### src/rtl/piso_rr_scheduler.sv
// Two-requester round-robin front end for a shared MSB-first serializer.
// Each granted word is shifted out with a valid strobe, followed by an optional idle gap.
module piso_rr_scheduler #(
  parameter int unsigned WIDTH = 4,
  parameter int unsigned GAP   = 1
) (
  input  logic             clk,
  input  logic             reset,
  input  logic             req0_valid,
  input  logic [WIDTH-1:0] req0_data,
  output logic             req0_ready,
  input  logic             req1_valid,
  input  logic [WIDTH-1:0] req1_data,
  output logic             req1_ready,
  output logic             sdo,
  output logic             sdo_valid,
  output logic             sdo_src,
  output logic             frame_done,
  output logic             busy
);

  localparam int unsigned CW = $clog2(WIDTH + 1);

  typedef enum logic [1:0] {
    S_IDLE,
    S_SHIFT,
    S_GAP
  } state_t;

  state_t           r_state;
  state_t           w_next;
  logic [WIDTH-1:0] r_shift;
  logic [CW-1:0]    r_bitcnt;
  logic [3:0]       r_gapcnt;
  logic             r_sdo;
  logic             r_sdo_valid;
  logic             r_src;
  logic             r_frame_done;
  logic             r_last_grant;

  logic             w_grant0;
  logic             w_grant1;
  logic             w_hs;
  logic             w_last_bit;
  logic [WIDTH-1:0] w_hs_data;

  assign w_last_bit = (r_bitcnt == CW'(WIDTH));
  assign w_hs       = w_grant0 || w_grant1;
  assign w_hs_data  = w_grant1 ? req1_data : req0_data;

  always_ff @(posedge clk) begin
    if (reset) r_state <= S_IDLE;
    else       r_state <= w_next;
  end

  // On a tie the requester that did not win last time is granted.
  always_comb begin
    w_next   = r_state;
    w_grant0 = 1'b0;
    w_grant1 = 1'b0;
    case (r_state)
      S_IDLE: begin
        if (req0_valid && req1_valid) begin
          w_grant0 = r_last_grant;
          w_grant1 = !r_last_grant;
        end else begin
          w_grant0 = req0_valid;
          w_grant1 = req1_valid;
        end
        if (w_grant0 || w_grant1) w_next = S_SHIFT;
      end
      S_SHIFT: begin
        if (w_last_bit) w_next = (GAP == 0) ? S_IDLE : S_GAP;
      end
      S_GAP: begin
        if (r_gapcnt <= 4'd1) w_next = S_IDLE;
      end
      default: w_next = S_IDLE;
    endcase
  end

  // The MSB is driven straight from the handshake data so it appears one cycle later.
  always_ff @(posedge clk) begin
    if (reset) begin
      r_shift      <= '0;
      r_bitcnt     <= '0;
      r_gapcnt     <= '0;
      r_sdo        <= 1'b0;
      r_sdo_valid  <= 1'b0;
      r_src        <= 1'b0;
      r_frame_done <= 1'b0;
      r_last_grant <= 1'b1;
    end else begin
      case (r_state)
        S_IDLE: begin
          if (w_hs) begin
            r_shift      <= {w_hs_data[WIDTH-2:0], 1'b0};
            r_sdo        <= w_hs_data[WIDTH-1];
            r_sdo_valid  <= 1'b1;
            r_bitcnt     <= CW'(1);
            r_src        <= w_grant1;
            r_last_grant <= w_grant1;
            r_frame_done <= 1'b0;
          end
        end
        S_SHIFT: begin
          if (w_last_bit) begin
            r_sdo        <= 1'b0;
            r_sdo_valid  <= 1'b0;
            r_frame_done <= 1'b0;
            r_bitcnt     <= '0;
            r_gapcnt     <= 4'(GAP);
          end else begin
            r_sdo        <= r_shift[WIDTH-1];
            r_shift      <= {r_shift[WIDTH-2:0], 1'b0};
            r_bitcnt     <= r_bitcnt + CW'(1);
            r_frame_done <= (r_bitcnt == CW'(WIDTH - 1));
          end
        end
        S_GAP: begin
          if (r_gapcnt != '0) r_gapcnt <= r_gapcnt - 4'd1;
        end
        default: ;
      endcase
    end
  end

  assign req0_ready = w_grant0;
  assign req1_ready = w_grant1;
  assign sdo        = r_sdo;
  assign sdo_valid  = r_sdo_valid;
  assign sdo_src    = r_src;
  assign frame_done = r_frame_done;
  assign busy       = (r_state != S_IDLE);

endmodule

### config.mk
export PLATFORM = sky130hd
export DESIGN_NAME = piso_rr_scheduler
export DESIGN_NICKNAME = d
export VERILOG_FILES = /design/src/rtl/piso_rr_scheduler.sv
export SDC_FILE = /design/constraint.sdc
export NUM_CORES = 1
export LEC_CHECK = 0
export BUFFER_PORTS_ARGS = -buffer_cell sky130_fd_sc_hd__buf_4
export CORE_UTILIZATION = 47
export DETAILED_ROUTE_END_ITERATION = 12
export PLACE_DENSITY = 0.73
export RECOVER_POWER = 25
export SLEW_MARGIN = 20
export SYNTH_ARGS = -nofsm -noshare
export SYNTH_HDL_FRONTEND = slang
export SYNTH_SLANG_ARGS = --single-unit
### constraint.sdc
create_clock -name clk -period 1.36 [get_ports clk]
set_input_delay 0.272 -clock clk [delete_from_list [all_inputs] [get_ports clk]]
set_output_delay 0.272 -clock clk [all_outputs]
set_load 0.01 [all_outputs]
==> run metrics <==
Lkg Pwr=between 0.6 and 0.7 nW; Synth area leaders=dfxtp_1 37%, ha_1 8.1%, nor2_1 5.7%; GRT Total Usage=0.253; syn_area_per_cell=8.62 um2; min setup slack post-route=-0.174 ns; worst hold margin=0.273 ns; Distinct cells, synth=38; Power Density=831 mW/mm2; DR WL/cell=15.7 um; CTS tree=done; Post-CTS Hold Buffers=0; Critical R2R Launch=r_gapcnt[0]$_SDFFE_PP0P_; final instance area=0.00141 mm2; Final Critical Period=1.53 ns; Max-cap violations=0; CTS Sinks=17; Worst Tran Pin Value=0.271 ns; Max transition margin=0.818; Arrival @ worst endpoint=1.26 ns; crit end category=output port; Initial Util=0.517; Main synth FF type=dfxtp_1; reg2reg end=r_gapcnt[1]$_SDFFE_PP0P_; final hold violation count=0; TNS Setup=-0.647 ns; DIE AREA=0.00214 mm2; clock buffer depth=2; failing checks=setup timing; power consumption=between 1 and 1.5 mW; Synth Warn #=0; cell count after synthesis=roughly 110; EDFF count, synth=0; placer congestion estimate=around 0.81; Setup CP Type=reg2out; P&R area growth vs syn=52.8%; Tightest Hold Check Type=in2reg; Max Clk Rate=652 MHz; FF-to-FF setup slack=-0.10 ns; clock latency on the worst-skew pair=0.31 ns; number of nets with antenna violations after routing=0; post-DP HPWL=1640 um; count leader, synth=dfxtp_1; Critical Path RT=1.09 ns; fraction of layout instances using a drive strength above 1=0.540; Core Region=0.00178 mm2; Chip Height=46.3 um; total number of vias=950; sequential fraction of the synthesis area=0.369; drt pass-1 iters=4; vias in the first global route=788; largest net degree at the start of global routing=20; CTS H-Tree Depth=1; top-area cell type share of the netlist area=0.369; Clock Tree Root=clkbuf_4; Cell Area, Placed=0.00119 mm2; first-pass GRT wire length=3640 um; Antenna Cells=0; net count after synthesis=about 130; Worst Path Max Fanout=4; initial antenna violation count=0; Final nets=between 150 and 200; Worst Setup SP=r_state[0]$_SDFFE_PP0P_; Clock transition at path regs=0.12 ns; number of CTS-inserted buffers=3; register bit total from synthesis=17; drt total wl=approximately 2800 um; drc violations=0; area leader, netlist=dfxtp_1; fin crit share=1.13; status=complete, but fails checks; Final Skew=0.0141 ns; IO Port Bufs=18; R2R depth=6; Syn Std Cell Area=922 um2; VDD IR max=0.567 mV; 1st-iter DRT viols=34; GRT overflow=0; max-slew violations=0; most frequent cells after synthesis=17 x dfxtp_1, 14 x nor2_1, 9 x inv_1; Via density=5.43; Critical Path End=req1_ready; critical path startpoint category=flop; Die W=46.3 um; RSZ-0062 raised after global routing=true; I/O pin count=19; final setup fails=8; asr flop ratio synth=0; Cell Rows=15
-- logic make-up after synthesis --
logic type      synth area share
simple gates               0.244
fa+ha+maj                 0.0814
compound gates             0.202
mux                       0.0231
flops                      0.369
xor+xnor                  0.0190
buf+inv                   0.0610
-- layer usage --
metal / wire [um] / track usage
met2: 1410 / 0.375
met4: 53 / 0.147
met5: 0 / 0
met1: 1190 / 0.337
met3: 99 / 0.0471
-- sequential cells by signal (all words and copies together), names as in the netlist --
register / count
sdo: 1
sdo_valid: 1
r_gapcnt: 4
r_last_grant: 1
r_shift: 3
r_bitcnt: 3
r_state: 2
frame_done: 1
sdo_src: 1
-- worst min-delay path by stage --
stage | slack [ns] | cells past startpoint | end | startpoint
6_report | 0.27 | 2 | sdo_valid$_SDFFE_PP0P_ | reset
2_1_floorplan | 0.42 | 2 | r_last_grant$_SDFFE_PP1P_ | req1_valid
3_5_place_dp | 0.45 | 2 | sdo_src$_SDFFE_PP0P_ | sdo_src$_SDFFE_PP0P_
3_3_place_gp | 0.44 | 2 | sdo_src$_SDFFE_PP0P_ | sdo_src$_SDFFE_PP0P_
4_1_cts | 0.22 | 3 | r_last_grant$_SDFFE_PP1P_ | req1_valid
5_1_grt | 0.27 | 3 | r_shift[1]$_SDFFE_PP0P_ | req1_data[0]
-- timing repair --
action                     4_1_cts  5_1_grt
setup buffers                    5        4
gates resized for setup         23       13
setup endpoints to repair       10       16
pin swaps                        6        6
-- worst max-delay path, stage by stage, from the launching register on --
cell and delay [ns]:
dfxtp_4 0.37, nor2_4 0.14, inv_2 0.06, or2_4 0.24, inv_2 0.05, buf_6 0.09
-- through the flow --
| step | setup slack [ns] | utilization | cells |
|---|---|---|---|
| after floorplan | -0.0103 | - | 107 |
| after global placement | -0.00256 | 0.669 | 162 |
| after detailed placement | -0.0455 | 0.669 | 162 |
| after CTS | -0.154 | 0.747 | 171 |
| after global routing | -0.206 | 0.790 | 175 |
| final | -0.174 | 0.790 | 175 |
-- cells in the final DEF, fill, tap and decap left out, types with 3 or more instances in the layout --
cell type	instances
o21ai_0	3
dfxtp_2	5
nor3_1	4
nor2_4	3
clkbuf_4	3
clkbuf_1	3
ha_1	5
inv_1	6
buf_6	4
nor2_1	12
a21oi_1	5
dfxtp_1	10
inv_2	4
nand2_1	6
buf_4	36
-- report_power, final --
part           switching (mW)  internal, mW  leakage, nW  total (mW)
combinational           0.153         0.170        0.485       0.323
sequential             0.0207         0.529        0.142       0.550
clock                   0.183         0.115       0.0150       0.298
total                   0.356         0.814        0.642        1.17
-- area by class of cell --
class,count,area (um2)
clock buffers,4,26.3
fillers,116,374
inverters,10,37.5
multi-input cells,77,637
flip-flops and latches,17,354
well taps,25,31.3
repair buffers,42,323
No activity file was read; power rests on OpenSTA's default activity.
